File: src/rtl/pc_trap_unit_pkg.sv
// Shared definitions for the PC / trap unit: controller states, default
// vector addresses and the cause-field width helper.
package pc_trap_unit_pkg;

  typedef enum logic {
    RUN  = 1'b0,
    TRAP = 1'b1
  } trap_state_e;

  localparam int unsigned DEF_RESET_VEC = 32'd0;
  localparam int unsigned DEF_TRAP_VEC  = 32'd248;

  // Width of the cause index; a single fault line still needs one bit.
  function automatic int cause_w(input int n_fault);
    return (n_fault > 1) ? $clog2(n_fault) : 1;
  endfunction

endpackage

File: src/rtl/pc_fault_prio.sv
// Combinational fixed-priority encoder: bit 0 of fault is the most urgent.
// Reports whether any request is present and the index of the winner.
module pc_fault_prio
  import pc_trap_unit_pkg::*;
#(
  parameter int N_FAULT = 4
) (
  input  logic [N_FAULT-1:0]          fault,
  output logic                        valid,
  output logic [cause_w(N_FAULT)-1:0] index
);

  localparam int IDX_W = cause_w(N_FAULT);

  // Scan from the lowest-priority line down so the lowest set index wins.
  always_comb begin
    // NOTE: every output gets a default before the loop so no path leaves
    // it unassigned, which would otherwise infer a latch.
    valid = 1'b0;
    index = '0;
    for (int i = N_FAULT - 1; i >= 0; i--) begin
      if (fault[i]) begin
        valid = 1'b1;
        index = IDX_W'(i);
      end
    end
  end

endmodule

File: src/rtl/pc_trap_unit.sv
// Program counter register with a single-level trap controller.
// In RUN the PC follows the fetch candidate (or holds on stall); any fault
// request diverts to TRAP_VEC, saving the faulting PC and the fault index.
// In TRAP further faults are ignored; fault_ack_i returns to the saved PC.
module pc_trap_unit
  import pc_trap_unit_pkg::*;
#(
  parameter int              XLEN         = 32,
  parameter int              N_FAULT      = 4,
  parameter logic [XLEN-1:0] RESET_VEC    = XLEN'(DEF_RESET_VEC),
  parameter logic [XLEN-1:0] TRAP_VEC     = XLEN'(DEF_TRAP_VEC),
  parameter bit              HALT_ON_TRAP = 1'b1,
  parameter int              CNT_W        = 8
) (
  input  logic                        clk_i,
  input  logic                        rst_i,
  input  logic [XLEN-1:0]             pc_i,
  input  logic                        stall_i,
  input  logic [N_FAULT-1:0]          fault_i,
  input  logic                        fault_ack_i,
  output logic [XLEN-1:0]             pc_o,
  output logic [XLEN-1:0]             epc_o,
  output logic [cause_w(N_FAULT)-1:0] cause_o,
  output logic                        trapped_o,
  output logic [CNT_W-1:0]            fault_cnt_o
);

  localparam int IDX_W = cause_w(N_FAULT);

  trap_state_e      state_q, state_n;
  logic [XLEN-1:0]  pc_q, pc_n;
  logic [XLEN-1:0]  epc_q, epc_n;
  logic [IDX_W-1:0] cause_q, cause_n;
  logic [CNT_W-1:0] cnt_q, cnt_n;

  logic             fault_valid;
  logic [IDX_W-1:0] fault_idx;

  pc_fault_prio #(
    .N_FAULT (N_FAULT)
  ) u_prio (
    .fault (fault_i),
    .valid (fault_valid),
    .index (fault_idx)
  );

  // Next-state and next-register values for the RUN/TRAP controller.
  always_comb begin
    state_n = state_q;
    pc_n    = pc_q;
    epc_n   = epc_q;
    cause_n = cause_q;
    cnt_n   = cnt_q;

    unique case (state_q)
      RUN: begin
        // A fault wins over stall; fault_ack_i has no meaning here.
        if (fault_valid) begin
          state_n = TRAP;
          pc_n    = TRAP_VEC;
          epc_n   = pc_q;
          cause_n = fault_idx;
          cnt_n   = (cnt_q == '1) ? cnt_q : cnt_q + CNT_W'(1);
        end else if (!stall_i) begin
          pc_n = pc_i;
        end
      end

      TRAP: begin
        // No nesting: fault_i is not looked at until we are back in RUN.
        if (fault_ack_i) begin
          state_n = RUN;
          pc_n    = epc_q;
        end else if (HALT_ON_TRAP) begin
          pc_n = TRAP_VEC;
        end else if (!stall_i) begin
          pc_n = pc_i;
        end
      end

      default: begin
        state_n = RUN;
      end
    endcase
  end

  // State register with synchronous reset taking priority over all inputs.
  always_ff @(posedge clk_i) begin
    // NOTE: sequential state uses non-blocking assignments so every register
    // samples the pre-edge values, independent of statement order.
    if (rst_i) begin
      state_q <= RUN;
      pc_q    <= RESET_VEC;
      epc_q   <= '0;
      cause_q <= '0;
      cnt_q   <= '0;
    end else begin
      state_q <= state_n;
      pc_q    <= pc_n;
      epc_q   <= epc_n;
      cause_q <= cause_n;
      cnt_q   <= cnt_n;
    end
  end

  assign pc_o        = pc_q;
  assign epc_o       = epc_q;
  assign cause_o     = cause_q;
  assign trapped_o   = (state_q == TRAP);
  assign fault_cnt_o = cnt_q;

endmodule

File: config.mk
export PLATFORM = sky130hd
export DESIGN_NAME = pc_trap_unit
export DESIGN_NICKNAME = d
export VERILOG_FILES = /design/src/rtl/pc_trap_unit_pkg.sv /design/src/rtl/pc_fault_prio.sv /design/src/rtl/pc_trap_unit.sv
export SDC_FILE = /design/constraint.sdc
export NUM_CORES = 1
export LEC_CHECK = 0
export CORE_AREA = 8 8 90 92
export DETAILED_ROUTE_END_ITERATION = 12
export DIE_AREA = 0 0 98 100
export DONT_BUFFER_PORTS = 1
export PLACE_DENSITY = 0.69
export SYNTH_ARGS = -nofsm -noshare
export SYNTH_HDL_FRONTEND = slang
export SYNTH_SLANG_ARGS = --single-unit
File: constraint.sdc
create_clock -name clk_i -period 1.9 [get_ports clk_i]
set_clock_uncertainty 0.2 [all_clocks]
set_input_delay 0.38 -clock clk_i [delete_from_list [all_inputs] [get_ports clk_i]]
set_output_delay 0.38 -clock clk_i [all_outputs]
set_load 0.02 [all_outputs]
Word-level counts from Yosys, hierarchy flattened
Cells that the tools add are included.

word-level totals
  register bits after elaboration = 75
  input port bits = 40

operators by class
  add/sub/neg operators = 1
  equality and inequality tests = 2
  mux-type cells = 15
  bitwise operators = 2
  reductions and logical operators = 2

operators by type and width
  kind                                         number
  two-way mux 32 bit                           3
  one-hot mux 32 bit (2 select lines)          1
  adder 8 x 1 -> 8 bit, second input constant  1
  equality test 8 bit, second input constant   1
  two-way mux 2 bit                            4
  two-way mux 1 bit                            6
  != test 3 bit, second input constant         1
  AND reduction 3 bit                          1
  inverter 1 bit                               2
  one-hot mux 1 bit (2 select lines)           1
  AND reduction 2 bit                          1

Depth between registers and ports, before layout
Gate-level depths: netlist of run 1.

  depth after elaboration = 6
  mapped depth = 6
  depth with buffers taken out = 4

Hierarchy
From an unflattened synthesis of run 1, not the netlist that was laid out.

second synthesis, totals
  cell total of the unflattened synthesis = 374
  area, all modules = 3,009.1 um^2

modules (own cells, without submodules)
  module         instances  cells each  area an instance (um^2)  seq. area each (um^2)
  pc_trap_unit   1          367         2,974.1                  1,501.4
  pc_fault_prio  1          7           35.0                     0.0

Worst setup path before layout of run 1
Ideal clock, no wire load.

  kind = in2reg
  start point = input fault_i[0]
  end point = register epc_q[21], in the netlist epc_o[21]
  setup time = 132 ps
  arrival time = 1,419 ps
  slack = 149 ps
  stages on the path = 6
  buffers on the path = 3
  cells stage by stage = or4_1 buf_2 buf_6 buf_6 nand3_2 a21oi_1

between the ends
  cells in the longest elaborated chain, start to end = 2

RTL lines
  element                               RTL line             text
  from (decl)                           pc_trap_unit.sv:19   input logic [N_FAULT-1:0] fault_i,
  two-way mux 1 bit                     pc_fault_prio.sv:22  if (fault[i]) begin
  AND reduction 2 bit (no source line)  n/a
  to (signal assigned)                  pc_trap_unit.sv:100  epc_q <= epc_n;
  to (decl)                             pc_trap_unit.sv:32   logic [XLEN-1:0] epc_q, epc_n;

Every way passes these cells.
A chain may end at the register's enable or synchronous reset.

Worst setup path after layout of run 1
  start point = register state_q, in the netlist trapped_o
  end point = register pc_q[4], in the netlist pc_o[4]

between the ends
  cells in the longest elaborated chain, start to end = 2
  elaborated cells on any way between the ends = 3
  those cells by class = eq/ne (1); mux (1); bitwise (1)

RTL lines
  element                                                               RTL line            text
  from (decl)                                                           pc_trap_unit.sv:30  trap_state_e state_q, state_n;
  from (signal assigned)                                                pc_trap_unit.sv:98  state_q <= state_n;
  inverter 1 bit                                                        n/a
  one-hot mux 32 bit (2 select lines) or != test 3 bit (tied branches)  n/a
  to (signal assigned)                                                  pc_trap_unit.sv:99  pc_q <= pc_n;
  to (decl)                                                             pc_trap_unit.sv:31  logic [XLEN-1:0] pc_q, pc_n;

Parallel ways exist; a longest one is shown, timed or not.

==> flow_summary_export.csv, run 1 <==
group,metric,value,unit
synthesis,syn_area_per_cell,9.201,sq um
global_route,antenna_found_initial,0,
cts,worstSkewPairLatency,330,ps
global_route,grt-ovfl-total,0,
synthesis,synth.yosys.seq_area_share,0.4184,
synthesis,synthXorXnorAreaFrac,0,
placement,io_buffers,0,
timing,hold_viol,66,
cts,cts_max_path_buffers,2,
synthesis,synthMuxAreaShare,0.01987,
layout,antennaDiodeCount,0,
die,io_pins,115,
global_route,grt_first_pass_wirelength,15840,um
timing,setup_viol,0,
layout,fillers,598,
synthesis,synth-main-ff-cell,"dfxtp_1",
global_route,grt_usage,0.1966,
synthesis,syn_nets,431,
cts,cts_buffers,9,
timing,slew_headroom,0.6902,
synthesis,synth-edff-count,0,
cts,ctsRootBufferMaster,"clkbuf_8",
pwr,irDropWorstVdd,408.3,uV
placement,hpwl,6423,um
detailed_routing,wl_per_cell,20.87,um
synthesis,synth-async-reset-ratio,0,
critical_path,slowest_stage,"dfxtp_2",
detailed_routing,dr.first_iter.drc_count,144,
timing,finalCritPeriodShare,0.8920,
cts,htree_levels,3,
synthesis,yosys.area_share.adder,0.003487,
synthesis,synth_area_leaders,"dfxtp_1 (42%), a221oi_2 (11%), nand3_1 (6.8%), o211ai_1 (5.6%), a21oi_1 (5.4%)",
cts,clkTransAtPathRegs,70,ps
placement,gp_congestion,0.7850,
layout,final_cell_mix,"dfxtp_1 (74), nand3_1 (49), a21oi_1 (39), o21ai_1 (32), inv_1 (31)",
synthesis,synth_compound_area_frac,0.3218,
synthesis,synth_top_family_by_area,"compound AO/OA/AOI/OAI gates",
global_route,first_global_vias,3052,
synthesis,synth_cell_types,42,
cts,postCtsSetupRepairBufs,0,
die,start_util,0.5401,
critical_path,worst_setup_path_end_kind,"flop",
detailed_routing,ant_nets,0,
timing,tns,0,ps
pwr,power_density,774.1,nW/um^2
die,placementRows,30,
timing,slew_viol_final,0,
cts,cts_sinks,75,
placement,place_ws,-37.33,ps
layout,final_util,0.5817,
layout,drive_gt1_frac,0.2193,
timing,fmax,0.5900,GHz
critical_path,max_stage_delay,510,ps
critical_path,crit_fanout,36,
worst_hold_path,hold_path.class,"input port to flop",
synthesis,ys_ff_latch,75,
timing,fin_ws,205.2,ps
critical_path,cp_cell_sequence,"buf_4, nand2_1, o21ai_0, a21oi_1",
outcome,outcome,"complete, but fails checks",
die,die-area,9800,sq um
die,die_w,98,um
detailed_routing,vias_per_cell,6.540,
timing,rsz0062_at_grt,"false",
die,core_area,6644,sq um
critical_path,arrival,1710,ps
synthesis,yosys_warnings,0,
pwr,p_leak,1.143,nW
critical_path,cp-start-kind,"flop",
cts,cts_tree,"yes",
critical_path,cp.required,1920,ps
die,die_h,100,um
run,cap_violations,0,
synthesis,synth_top_area_frac,0.4184,
timing,fin_hold_ws,-93.61,ps
detailed_routing,vias,3028,
synthesis,synth-simple-area-share,0.1398,
detailed_routing,dr.pass1.iters,4,
detailed_routing,wirelength,9665,um
timing,worst_pin_slew,461.6,ps
layout,layout_commonest_cell,"dfxtp_1",
detailed_routing,drc,0,
pwr,total_power,2.992,mW
synthesis,yosys.area.top_type,"dfxtp_1",
synthesis,synth_area,3588,sq um
layout,nets,419,
synthesis,synth_cells,390,
outcome,violations,"negative hold slack",
critical_path,worst-setup-path-type,"flop to flop",
cts,ctsResizeCount,0,
timing,period_minus_slack,1695,ps
layout,syn_to_final_growth,7.706,%
global_route,grt_max_degree,70,
-- cell usage after synthesis (5+ instances only) --
cell type	number
o21ai_0	5
buf_2	7
mux2i_1	6
buf_6	5
nand3_2	10
a21oi_1	39
dfxtp_1	75
inv_1	31
nor2_1	5
o211ai_1	27
clkbuf_1	25
nand3_1	49
o21ai_1	32
a221oi_2	26
-- power breakdown --
group / internal, mW / leakage (nW) / total, mW / switching, mW
Sequential: 1.61 / 0.609 / 1.68 / 0.0750
Combinational: 0.0811 / 0.444 / 0.225 / 0.144
Clock: 0.544 / 0.0905 / 1.08 / 0.539
Total: 2.23 / 1.14 / 2.99 / 0.758
-- cell families (layout without fill, tap and decap cells) --
kind of cell             Yosys count  count (layout)
buffers and inverters             76              69
adder cells (fa/ha/maj)            1               1
AND/OR/NAND/NOR                   84              84
flip-flops                        75              75
AO/OA/AOI/OAI                    147             147
multiplexers                       7               7
-- layout make-up --
type | instances | area [sq um] | share of cell area
multi-input cells | 239 | 1749 | 0.4526
flip-flops and latches | 75 | 1503 | 0.3888
repair buffers | 21 | 220.2 | 0.05698
clock buffers | 14 | 162.7 | 0.04208
inverters | 32 | 120.1 | 0.03108
well taps | 80 | 100.1 | 0.02590
clock inverters | 2 | 10.01 | 0.002590
-- per-stage QoR --
| stage | cells | instance area [sq um] |
|---|---|---|
| after global placement | 447 | 3692 |
| after floorplan | 390 | 3588 |
| after detailed placement | 447 | 3692 |
| after CTS | 463 | 3865 |
| final | 463 | 3865 |
| after global routing | 463 | 3865 |
-- metal layers --
| metal | GRT usage | share of wire | up-vias | wire length [um] |
|---|---|---|---|---|
| met2 | 0.3198 | 0.47 | 117 | 4508 |
| met4 | 0.07194 | 0.013 | 0 | 130 |
| li1 | - | - | 1431 | - |
| met5 | 0 | 0 | - | 0 |
| met1 | 0.2174 | 0.40 | 1466 | 3871 |
| met3 | 0.09689 | 0.12 | 14 | 1155 |
-- flip-flops by register name, indices dropped and copies added (netlist names) --
| signal | flops |
|---|---|
| epc_o | 32 |
| fault_cnt_o | 8 |
| cause_o | 2 |
| trapped_o | 1 |
| pc_o | 32 |
-- worst paths after layout --
kind / slack [ps] / end / from / cells past startpoint
setup reg to reg: 210 / pc_o[4] / trapped_o / 4
setup / recovery: 210 / pc_o[4] / trapped_o / 4
hold reg to reg: 370 / pc_o[20] / pc_o[20] / 2
hold / removal: -90 / pc_o[16] / rst_i / 1
-- worst max-delay path, delay by kind of cell (launching register included) --
family	cells	cell delay, ps
flops	1	510
buf+inv	1	430
compound gates	2	260
simple gates	1	170
No activity file was read; power rests on OpenSTA's default activity.
==> inputs of run 2 (changes only) <==
==> constraint.sdc (replaced) <==
create_clock -name clk_i -period 1.9 [get_ports clk_i]
set_clock_uncertainty 0.2 [all_clocks]
set_input_delay 0.095 -clock clk_i [delete_from_list [all_inputs] [get_ports clk_i]]
set_output_delay 0.095 -clock clk_i [all_outputs]
set_load 0.02 [all_outputs]
==> run 2 against run 1 <==
Net effect: the flow now finishes without violations; routed wire length rose by 15%; flip-flop and latch count did not move; clock power rose by 38%; combinational power rose by 72%; worst setup slack got worse by 130 ps; global-route usage rose by 2.5 points; total power rose by 19%; count of clock-buffer cells in the layout fell by 2; critical path depth rose by 1; highest routed layer unchanged.
==> flow_summary_export.csv, run 2 (synthesis results as in run 1) <==
group,metric,value,unit
layout,multiInputGateArea,1749,sq um
layout,nets,486,
timing,slew_headroom,0.1929,
layout,final_cell_mix,"dfxtp_1 (74), dlygate4sd3_1 (61), nand3_1 (49), a21oi_1 (39), o21ai_1 (32)",
worst_hold_path,min_delay_path_depth,3,
critical_path,cp_cell_sequence,"or4_2, buf_4, nor2_4, a211oi_1, dlygate4sd3_1",
critical_path,arrival,1860,ps
critical_path,reg2reg_slack,90,ps
cts,worstSkewPairLatency,350,ps
cts,htree_levels,3,
timing,rsz0062_at_grt,"false",
die,io_pins,115,
detailed_routing,vias,3325,
timing,hold_viol,0,
timing,slew_viol_final,0,
timing,period_minus_slack,1822,ps
critical_path,worst-setup-path-type,"input port to flop",
global_route,antenna_found_initial,0,
pwr,p_leak,1.505,nW
layout,antennaDiodeCount,0,
layout,drive_gt1_frac,0.2000,
global_route,grt_first_pass_wirelength,17760,um
layout,fillers,528,
critical_path,crit_fanout,22,
layout,layout_commonest_cell,"dfxtp_1",
placement,io_buffers,0,
timing,tns,0,ps
global_route,first_global_vias,3381,
timing,finalCritPeriodShare,0.9589,
detailed_routing,vias_per_cell,6.274,
die,core_area,6644,sq um
critical_path,cp-start-kind,"input port",
placement,hpwl,6582,um
detailed_routing,drc,0,
global_route,grt_usage,0.2214,
cts,cts_tree,"yes",
pwr,power_density,773.8,nW/um^2
die,die_w,98,um
run,cap_violations,0,
detailed_routing,wirelength,11140,um
cts,cts_sinks,75,
timing,worst_pin_slew,1211,ps
pwr,irDropWorstVdd,382.6,uV
outcome,outcome,"complete, no violations",
worst_hold_path,worstHoldStart,"stall_i",
timing,setup_viol,0,
die,start_util,0.5401,
global_route,grt-ovfl-total,0,
critical_path,slowest_stage,"or4_2",
critical_path,r2r-end,"epc_o[20]",
critical_path,r2r-start,"trapped_o",
die,die-area,9800,sq um
worst_hold_path,hold_path.class,"input port to flop",
layout,seq_area,1505,sq um
detailed_routing,dr.pass1.iters,4,
layout,syn_to_final_growth,28.28,%
critical_path,r2r_cells,4,
critical_path,cp.required,1940,ps
critical_path,worst_setup_path_end_kind,"flop",
worst_hold_path,hold_end,"pc_o[12]",
detailed_routing,dr.first_iter.drc_count,153,
cts,clkTransAtPathRegs,80,ps
cts,cts_buffers,9,
detailed_routing,ant_nets,0,
cts,cts_max_path_buffers,2,
critical_path,max_stage_delay,690,ps
timing,fmax,0.5489,GHz
global_route,grt_max_degree,53,
die,die_h,100,um
timing,fin_hold_ws,75.45,ps
cts,ctsRootBufferMaster,"clkbuf_8",
die,placementRows,30,
detailed_routing,wl_per_cell,21.02,um
placement,gp_congestion,0.8216,
## run 2: power breakdown
part / internal (mW) / total [mW] / leakage [nW] / switching, mW
Combinational: 0.173 / 0.388 / 0.779 / 0.215
Clock: 0.910 / 1.49 / 0.117 / 0.580
Sequential: 1.61 / 1.68 / 0.609 / 0.0759
Total: 2.69 / 3.56 / 1.50 / 0.871
## run 2: worst max-delay path, delay by kind of cell
family	cells	cell delay [ps]
and+or+nand+nor	2	860
AOI/OAI and AO/OA	1	70
buffers and inverters	2	830
## run 2: layer usage
metal / GRT usage / wire [um] / vias up
li1: - / - / 1565
met1: 0.2444 / 4413 / 1589
met2: 0.3778 / 5454 / 153
met3: 0.08028 / 1073 / 18
met4: 0.09113 / 199 / 0
met5: 0 / 0 / -
## run 2: final cells by class
class / instances / area share
Sequential cell: 75 / 0.3270
Clock buffer: 12 / 0.03153
Clock inverter: 4 / 0.02120
Inverter: 32 / 0.02664
Timing Repair Buffer: 88 / 0.1919
Multi-Input combinational cell: 239 / 0.3800
Tap cell: 80 / 0.02175
## run 2: how the worst max path moves through the flow
| stage | startpoint | to | cells after the start |
|---|---|---|---|
| finish | fault_i[0] | trapped_o | 5 |
| global route | trapped_o | epc_o[22] | 4 |
| CTS | trapped_o | epc_o[13] | 5 |
| detailed placement | fault_i[0] | fault_cnt_o[3] | 4 |
| global placement | fault_i[0] | fault_cnt_o[3] | 4 |
| floorplan | trapped_o | pc_o[23] | 5 |
## run 2: through the flow
step | utilization | total power [mW] | setup WS [ps] | area (sq um) | instances
after CTS | 0.6868 | 3.565 | 19.56 | 4563 | 530
after global placement | 0.5497 | 1.939 | 250.9 | 3652 | 450
after detailed placement | 0.5497 | 1.942 | 195.3 | 3652 | 450
after floorplan | - | 1.920 | 183.7 | 3588 | 390
final | 0.6928 | 3.562 | 78.05 | 4603 | 530
after global routing | 0.6928 | 3.682 | 14.47 | 4603 | 530
## run 2: what timing repair did
action | in CTS | in global routing
resized for setup | 0 | 11
endpoints found under the setup margin | 0 | 37
hold buffers | 64 | 0
hold endpoints to repair | 75 | 0
buffers inserted | 0 | 0
==> inputs of run 3 (changes only) <==
--- a/config.mk
+++ b/config.mk
@@ -5,11 +5,11 @@
 export SDC_FILE = /design/constraint.sdc
 export NUM_CORES = 1
 export LEC_CHECK = 0
-export CORE_AREA = 8 8 90 92
+export CORE_AREA = 8 8 85 87
 export DETAILED_ROUTE_END_ITERATION = 12
-export DIE_AREA = 0 0 98 100
+export DIE_AREA = 0 0 93 95
 export DONT_BUFFER_PORTS = 1
-export PLACE_DENSITY = 0.69
+export PLACE_DENSITY = 0.77
 export SYNTH_ARGS = -nofsm -noshare
 export SYNTH_HDL_FRONTEND = slang
 export SYNTH_SLANG_ARGS = --single-unit
==> constraint.sdc (replaced) <==
create_clock -name clk_i -period 1.8 [get_ports clk_i]
set_clock_uncertainty 0.2 [all_clocks]
set_input_delay 0.09 -clock clk_i [delete_from_list [all_inputs] [get_ports clk_i]]
set_output_delay 0.09 -clock clk_i [all_outputs]
set_load 0.02 [all_outputs]
==> run 3 against run 2 <==
Net effect: the flow now finishes with violations (negative hold slack); cell area decreased by 10%; non-clock buffer count fell by 46; critical endpoint is now fault_cnt_o[3]; critical path type unchanged; flip-flop and latch count is the same; largest cell class unchanged; sequential power increased by 5%; largest power group unchanged.
==> flow_summary_export.csv, run 3 (synthesis results as in run 1) <==
group,metric,value,unit
die,core_area,5816,sq um
global_route,grt-ovfl-total,0,
global_route,antenna_found_initial,0,
detailed_routing,vias,3072,
cts,cts_tree,"yes",
critical_path,cp-start-kind,"input port",
outcome,violations,"negative hold slack",
detailed_routing,wirelength,9781,um
timing,slew_headroom,0.6881,
cts,ctsRootBufferMaster,"clkbuf_8",
detailed_routing,wl_per_cell,20.42,um
layout,final_cells,479,
die,die_h,95,um
timing,fin_ws,32.03,ps
layout,antennaDiodeCount,0,
global_route,grt_first_pass_wirelength,15640,um
layout,drive_gt1_frac,0.2203,
pwr,p_leak,1.268,nW
cts,cts_sinks,75,
timing,slew_viol_final,0,
timing,setup_viol,0,
critical_path,cp.required,1850,ps
placement,gp_congestion,0.7764,
cts,worstSkewPairLatency,330,ps
placement,dp.cells,443,
outcome,outcome,"complete, but fails checks",
timing,worst_pin_slew,464.8,ps
cts,clkTransAtPathRegs,80,ps
timing,tns,0,ps
detailed_routing,drc,0,
cts,postCtsHoldBufs,20,
placement,io_buffers,0,
critical_path,arrival,1810,ps
detailed_routing,dr.first_iter.drc_count,180,
global_route,grt_usage,0.2167,
layout,nets,440,
layout,syn_to_final_growth,15.10,%
timing,hold_viol,66,
worst_hold_path,hold_path.class,"input port to flop",
placement,place_ws,126.1,ps
critical_path,worst_setup_path_end_kind,"flop",
global_route,grt_max_degree,70,
timing,fin_hold_ws,-384.3,ps
die,io_pins,115,
detailed_routing,ant_nets,0,
placement,hpwl,6393,um
timing,finalCritPeriodShare,0.9822,
placement,place_area,3694,sq um
die,placementRows,28,
global_route,first_global_vias,3070,
timing,period_minus_slack,1768,ps
layout,final_area,4130,sq um
pwr,total_power,3.525,mW
cts,ctsResizeCount,0,
timing,fmax,0.5656,GHz
die,die-area,8835,sq um
detailed_routing,vias_per_cell,6.413,
critical_path,crit_fanout,4,
die,die_w,93,um
cts,postCtsSetupRepairBufs,0,
timing,rsz0062_at_grt,"false",
run,cap_violations,0,
cts,htree_levels,3,
pwr,irDropWorstVdd,745.3,uV
pwr,power_density,853.6,nW/um^2
cts,cts_max_path_buffers,2,
layout,final_util,0.7102,
critical_path,worst-setup-path-type,"input port to flop",
layout,layout_commonest_cell,"dfxtp_1",
die,start_util,0.6170,
layout,final_cell_mix,"dfxtp_1 (74), nand3_1 (49), a21oi_1 (39), o21ai_1 (32), inv_1 (31)",
cts,cts_buffers,9,
detailed_routing,dr.pass1.iters,4,
-- run 3: cell count changes in the layout (fill, tap and decap cells not counted), moves of 2 or more --
cell	delta
buf_12	+3
buf_6	-2
dlygate4sd3_1	-42
buf_4	-3
clkbuf_1	-2
clkinv_2	+3
-- run 3: path summary, 6_finish.rpt --
check / start / endpoint / slack (ps) / cells after the start
worst min-delay path: rst_i / pc_o[22] / -380 / 1
worst min register to register: pc_o[24] / epc_o[24] / 380 / 2
worst max-delay path: fault_i[0] / fault_cnt_o[3] / 30 / 4
worst max register to register: fault_cnt_o[0] / fault_cnt_o[0] / 60 / 4
-- run 3: layout make-up --
cell class / instances / area [sq um]
multi-input cells: 239 / 1749
flip-flops and latches: 75 / 1503
inverters: 32 / 120.1
well taps: 75 / 93.84
fillers: 456 / 1685
clock inverters: 5 / 75.07
clock buffers: 11 / 151.4
repair buffers: 42 / 437.9
-- run 3: per-layer routing --
| layer | vias to the layer above | track usage | part of all wire | wire length (um) |
|---|---|---|---|---|
| met5 | - | 0 | 0 | 0 |
| met4 | 0 | 0.08188 | 0.018 | 176 |
| met3 | 16 | 0.07619 | 0.095 | 928 |
| met2 | 110 | 0.3556 | 0.50 | 4850 |
| met1 | 1472 | 0.2553 | 0.39 | 3826 |
| li1 | 1474 | - | - | - |
-- run 3: power breakdown --
| group | total, mW | leakage, nW | internal, mW | switching, mW |
|---|---|---|---|---|
| clock | 1.45 | 0.119 | 0.850 | 0.595 |
| combinational | 0.306 | 0.540 | 0.129 | 0.177 |
| sequential | 1.77 | 0.609 | 1.70 | 0.0763 |
| total | 3.53 | 1.27 | 2.68 | 0.849 |
-- run 3: critical path, stage by stage --
cell and delay (ps):
or4_2 720, dlygate4sd3_1 590, and2_4 160, a311oi_2 250
